--- src/rtl/gelato_warp_spawner_pkg.sv ---
// Shared types for the warp spawner: launch geometry, descriptor fields and FSM states.
package gelato_types;

   localparam int unsigned WARP_SIZE = 32;
   localparam int unsigned NUM_WARPS = 8;
   localparam int unsigned ADDR_W    = 32;
   localparam int unsigned WARP_ID_W = $clog2(NUM_WARPS);

   typedef logic [ADDR_W-1:0]    addr_t;
   typedef logic [WARP_ID_W-1:0] warp_id_t;
   typedef logic [WARP_SIZE-1:0] warp_mask_t;

   typedef enum logic [1:0] {
      IDLE  = 2'd0,
      SPAWN = 2'd1,
      DONE  = 2'd2
   } state_t;

endpackage

--- src/rtl/gelato_warp_spawner_if.sv ---
// Launch request channel into the warp spawner.
interface gelato_init_if;
   import gelato_types::*;

   logic  valid;
   addr_t pc;
   int    workers;

   modport master (output valid, pc, workers);
   modport slave  (input  valid, pc, workers);
endinterface

--- src/rtl/gelato_warp_spawner.sv ---
// Splits a launch of N worker threads into warp descriptors handed to the warp scheduler.
module gelato_warp_spawner #(
   parameter int unsigned WARP_SIZE = gelato_types::WARP_SIZE,
   parameter int unsigned NUM_WARPS = gelato_types::NUM_WARPS
) (
   input  logic                         clk,
   input  logic                         rst,
   gelato_init_if.slave                 init,
   output logic                         busy,
   output logic                         warp_valid,
   input  logic                         warp_ready,
   output logic [$clog2(NUM_WARPS)-1:0] warp_id,
   output gelato_types::addr_t          warp_pc,
   output logic [WARP_SIZE-1:0]         warp_mask,
   output logic                         done,
   output logic                         overflow
);
   import gelato_types::state_t;
   import gelato_types::IDLE;
   import gelato_types::SPAWN;
   import gelato_types::DONE;

   localparam int unsigned ID_W        = $clog2(NUM_WARPS);
   localparam int unsigned CNT_W       = $clog2(NUM_WARPS * WARP_SIZE) + 1;
   localparam int          MAX_WORKERS = int'(NUM_WARPS * WARP_SIZE);

   state_t           state;
   logic [CNT_W-1:0] remaining;
   logic [CNT_W-1:0] launch_cnt_c;
   logic [CNT_W-1:0] rem_next_c;
   logic             clamp_c;
   logic             hs_c;

   // Threads still to be spawned in the warp being presented: full warp or a low-bit tail.
   function automatic logic [WARP_SIZE-1:0] mask_of(input logic [CNT_W-1:0] rem);
      if (rem >= CNT_W'(WARP_SIZE)) return '1;
      return (WARP_SIZE'(1) << rem) - WARP_SIZE'(1);
   endfunction

   // workers is signed: zero or negative launches never reach the count register.
   always_comb begin
      clamp_c      = init.workers > MAX_WORKERS;
      launch_cnt_c = clamp_c ? CNT_W'(MAX_WORKERS) : CNT_W'(init.workers);
      hs_c         = warp_valid && warp_ready;
      rem_next_c   = (remaining > CNT_W'(WARP_SIZE)) ? remaining - CNT_W'(WARP_SIZE) : '0;
   end

   always_ff @(posedge clk) begin
      if (rst) begin
         state      <= IDLE;
         remaining  <= '0;
         busy       <= 1'b0;
         warp_valid <= 1'b0;
         warp_id    <= '0;
         warp_pc    <= '0;
         warp_mask  <= '0;
         done       <= 1'b0;
         overflow   <= 1'b0;
      end else begin
         done <= 1'b0;
         // A request that cannot be served is dropped but remembered.
         if (init.valid && (state != IDLE)) overflow <= 1'b1;

         case (state)
            IDLE: begin
               if (init.valid) begin
                  busy <= 1'b1;
                  if (init.workers > 0) begin
                     state      <= SPAWN;
                     remaining  <= launch_cnt_c;
                     warp_valid <= 1'b1;
                     warp_id    <= '0;
                     warp_pc    <= init.pc;
                     warp_mask  <= mask_of(launch_cnt_c);
                     if (clamp_c) overflow <= 1'b1;
                  end else begin
                     state <= DONE;
                     done  <= 1'b1;
                  end
               end
            end
            SPAWN: begin
               if (hs_c) begin
                  remaining <= rem_next_c;
                  warp_id   <= warp_id + ID_W'(1);
                  if (rem_next_c == '0) begin
                     state      <= DONE;
                     warp_valid <= 1'b0;
                     done       <= 1'b1;
                  end else begin
                     warp_mask <= mask_of(rem_next_c);
                  end
               end
            end
            DONE: begin
               state <= IDLE;
               busy  <= 1'b0;
            end
            default: begin
               state      <= IDLE;
               busy       <= 1'b0;
               warp_valid <= 1'b0;
            end
         endcase
      end
   end

endmodule

--- src/flat_wrapper.sv ---
// flat-port wrapper written by rule: the top's interface ports become plain ports
module gelato_warp_spawner_flat import gelato_types::state_t; import gelato_types::IDLE; import gelato_types::SPAWN; import gelato_types::DONE;
#(
   parameter int unsigned WARP_SIZE = gelato_types::WARP_SIZE,
   parameter int unsigned NUM_WARPS = gelato_types::NUM_WARPS
)
  (clk, rst, busy, warp_valid, warp_ready, warp_id, warp_pc, warp_mask, done, overflow, init_valid, init_pc, init_workers);
  gelato_init_if init_i ();
  input  logic clk;
  input  logic rst;
  output logic busy;
  output logic warp_valid;
  input  logic warp_ready;
  output logic [$clog2(NUM_WARPS)-1:0] warp_id;
  output gelato_types::addr_t warp_pc;
  output logic [WARP_SIZE-1:0] warp_mask;
  output logic done;
  output logic overflow;
  input wire logic [$bits(init_i.valid)-1:0] init_valid;
  input wire logic [$bits(init_i.pc)-1:0] init_pc;
  input wire logic [$bits(init_i.workers)-1:0] init_workers;
  assign init_i.valid = init_valid;
  assign init_i.pc = init_pc;
  assign init_i.workers = init_workers;
  gelato_warp_spawner #(.WARP_SIZE(WARP_SIZE), .NUM_WARPS(NUM_WARPS)) u_core (.clk(clk), .rst(rst), .init(init_i), .busy(busy), .warp_valid(warp_valid), .warp_ready(warp_ready), .warp_id(warp_id), .warp_pc(warp_pc), .warp_mask(warp_mask), .done(done), .overflow(overflow));
endmodule
--- config.mk ---
export PLATFORM = sky130hd
export DESIGN_NAME = gelato_warp_spawner_flat
export DESIGN_NICKNAME = d
export VERILOG_FILES = /design/src/rtl/gelato_warp_spawner_pkg.sv /design/src/rtl/gelato_warp_spawner_if.sv /design/src/rtl/gelato_warp_spawner.sv /design/src/flat_wrapper.sv
export SDC_FILE = /design/constraint.sdc
export NUM_CORES = 1
export LEC_CHECK = 0
export CAP_MARGIN = 20
export CORE_ASPECT_RATIO = 0.8
export CORE_MARGIN = 2
export CORE_UTILIZATION = 45
export CTS_CLUSTER_SIZE = 28
export DETAILED_ROUTE_END_ITERATION = 8
export PLACE_DENSITY = 0.76
export SYNTH_ARGS = -nofsm -noshare
export SYNTH_HDL_FRONTEND = slang
export SYNTH_SLANG_ARGS = --single-unit
--- constraint.sdc ---
create_clock -name clk -period 4.1 [get_ports clk]
set_input_delay 1.025 -clock clk [delete_from_list [all_inputs] [get_ports clk]]
set_output_delay 1.025 -clock clk [all_outputs]
set_load 0.05 [all_outputs]
==> metrics.txt <==
status=finished clean; leakage dissipation=2.69 nW; area grow syn2layout=40.3%; Yosys warning count=0; final core utilization=64.0%; num ports=~140; #FFs+latches synth=82; most used cell, CP=nor4_1; Setup Buffers After CTS=0; largest area contributor in the netlist=dfxtp_1; Post-DP HPWL=approximately 15000 um; Worst Hold Depth=2; gpl congestion=between 1 and 1.5; die area=about 0.012 mm^2; crit start category=input port; routed via count=approximately 6300; hold_buf cts=0; post-route ant nets=0; post-synthesis cell type count=73; Critical-path top delay cell=clkdlybuf4s50_1; Initial DRC Count=754; Layout Skew=between 0.009 and 0.01 ns; slew margin rel.=39.4%; total gr overflow=0; Clock Latency Late Sink=between 0.3 and 0.4 ns; vias in the first global route=5857; net count after synthesis=about 800; endpoints failing setup=0; Die Ht=about 100 um; Power Dens Cells=between 300 and 400 mW/mm^2; 1st-pass router iterations=8; Remaining DRCs=0; top area cells in the synthesized netlist=dfxtp_1 (31%), nand2_1 (8.3%), a21oi_1 (7.8%); Async SR Flop Fraction=0%; Seq/Total Area, Yosys=31.5%; nets=roughly 950; global-route wire length before repair=approximately 31000 um; Initial Util=around 46%; Avg Vias per Cell=around 6; pin count of the biggest net entering global routing=54; hold crit path type=flip-flop to flip-flop; Num CTS Buffers=9; Synth top area share=between 30% and 40%; reg2reg path depth=15; period utilisation layout=94.8%; Synth Flop Type=dfxtp_1; Fmax=approximately 260 MHz; initial antenna violation count=0; Post-Synthesis Cells=between 700 and 800; CP Capture Type=flip-flop; Final min period=3.89 ns; GRT Overall Usage=~31%; post-CTS resize count=0; maximum VDD drop=between 0.3 and 0.4 mV; RSZ-0062 raised after global routing=no; Arrival @ worst endpoint=4.10 ns; commonest cells in the netlist=nand2_1 (116), dfxtp_1 (82), a21oi_1 (81); FP Rows=35; CP Data Required Time=4.31 ns; Clock Sinks=between 80 and 90; routed wire length=19800 um; Worst Tran Pin Value=about 0.90 ns; Die Wd=approximately 120 um; Setup CP Type=input port to flip-flop; Post-Layout Cell Count=1035; PortBufs=138; share of cells above drive strength 1=11.2%; CTS root buf=clkbuf_16; Bufs on Longest Clock Path=2; Final Max Tran Viols=0; Worst Path Max Fanout=8; Core ar.=between 0.01 and 0.015 mm^2; placed cells=a little over 1000; Cell Area, Synth=0.00522 mm^2; CP max stage delay=~0.4 ns; # H-tree levels=3; # diodes=0; drt wl/cell=approximately 19 um; Fin. Hold Viols=0; Worst-path clk slew=around 0.070 ns; crit-path cells=clkdlybuf4s50_1 > nor4_1 > and4_1 > a31oi_1 > o22a_1 > nand3_1 > ha_1 > o221ai_1 > buf_4 > nor3_1 > nor4_1 > nor4_1 > buf_4 > nor4_1; Max Cap Viol=0; top-count cell post-synth=nand2_1; Post-synth EDFFs=0; CTS tree=done; synthesized area per cell=between 7 and 8 um^2
-- flip-flops by register name, indices dropped and copies added (netlist names) --
name	flops
u_core.warp_mask	32
u_core.warp_pc	32
u_core.remaining	9
u_core.warp_id	3
u_core.state	2
u_core.busy	1
u_core.done	1
u_core.overflow	1
u_core.warp_valid	1
-- worst max-delay path, delay by kind of cell --
| kind | cells | cell delay (ns) |
|---|---|---|
| buffers and inverters | 3 | 0.79 |
| AOI/OAI and AO/OA | 3 | 0.52 |
| and+or+nand+nor | 7 | 1.59 |
| adders and majority gates | 1 | 0.17 |
-- metal layers --
layer | GRT usage, % | up-vias | part of all wire, % | routed length (um)
met5 | 0 | - | 0 | 0
met4 | 8.47 | 0 | 2.0 | 406
met3 | 7.62 | 41 | 9.0 | 1780
met2 | 47.3 | 342 | 44 | 8730
met1 | 43.2 | 2983 | 45 | 8900
li1 | - | 2974 | - | -
-- per-stage QoR --
step | setup TNS [ns] | instance area [um^2] | total power [mW] | setup WS, ns | hold WS [ns]
2_1_floorplan | 0 | 5220 | 1.44 | 0.0917 | 0.537
3_3_place_gp | -0.0232 | 7010 | 1.76 | -0.0193 | 0.436
3_5_place_dp | -0.378 | 7010 | 1.77 | -0.123 | 0.436
4_1_cts | 0 | 7320 | 2.61 | 0.233 | 0.446
5_1_grt | 0 | 7320 | 2.72 | 0.0354 | 0.464
6_report | 0 | 7320 | 2.62 | 0.213 | 0.450
-- report_power, final --
| group | total (mW) | switching [mW] | leakage [nW] | internal [mW] |
|---|---|---|---|---|
| clock network | 0.847 | 0.364 | 0.151 | 0.483 |
| registers | 0.892 | 0.0420 | 0.672 | 0.850 |
| logic | 0.879 | 0.548 | 1.87 | 0.331 |
-- final timing paths --
kind	startpoint	to	slack, ns
setup reg to reg	u_core.remaining[6]	u_core.warp_mask[28]	0.36
hold / removal	u_core.warp_mask[16]	u_core.warp_mask[16]	0.45
setup / recovery	init_workers[24]	u_core.warp_mask[26]	0.21
hold reg to reg	u_core.warp_mask[16]	u_core.warp_mask[16]	0.45
-- kinds of logic after synthesis --
group           after synthesis  synth area share, %
xor+xnor                     10                 1.68
simple gates                343                 31.9
buf+inv                      66                 5.54
mux                           1                0.192
fa+ha+maj                     4                0.960
flops                        82                 31.5
compound gates              220                 28.2
-- cell usage in the layout (no fill, tap or decap), types with 15 or more instances in the layout --
cell type,n
clkdlybuf4s50_1,137
buf_4,60
nand3_1,36
nor3_1,28
nand2_1,116
dfxtp_1,82
a21oi_1,81
nor4_1,15
nor2_1,67
o21ai_0,36
-- area by class of cell --
type | count | area (um^2)
fillers | 1014 | 4110
clock buffers | 9 | 225
inverters | 12 | 45.0
repair buffers | 199 | 1850
flip-flops and latches | 82 | 1640
well taps | 148 | 185
multi-input cells | 578 | 3290
clock inverters | 7 | 82.6
Note: power is estimated with default switching activity, not from simulation.
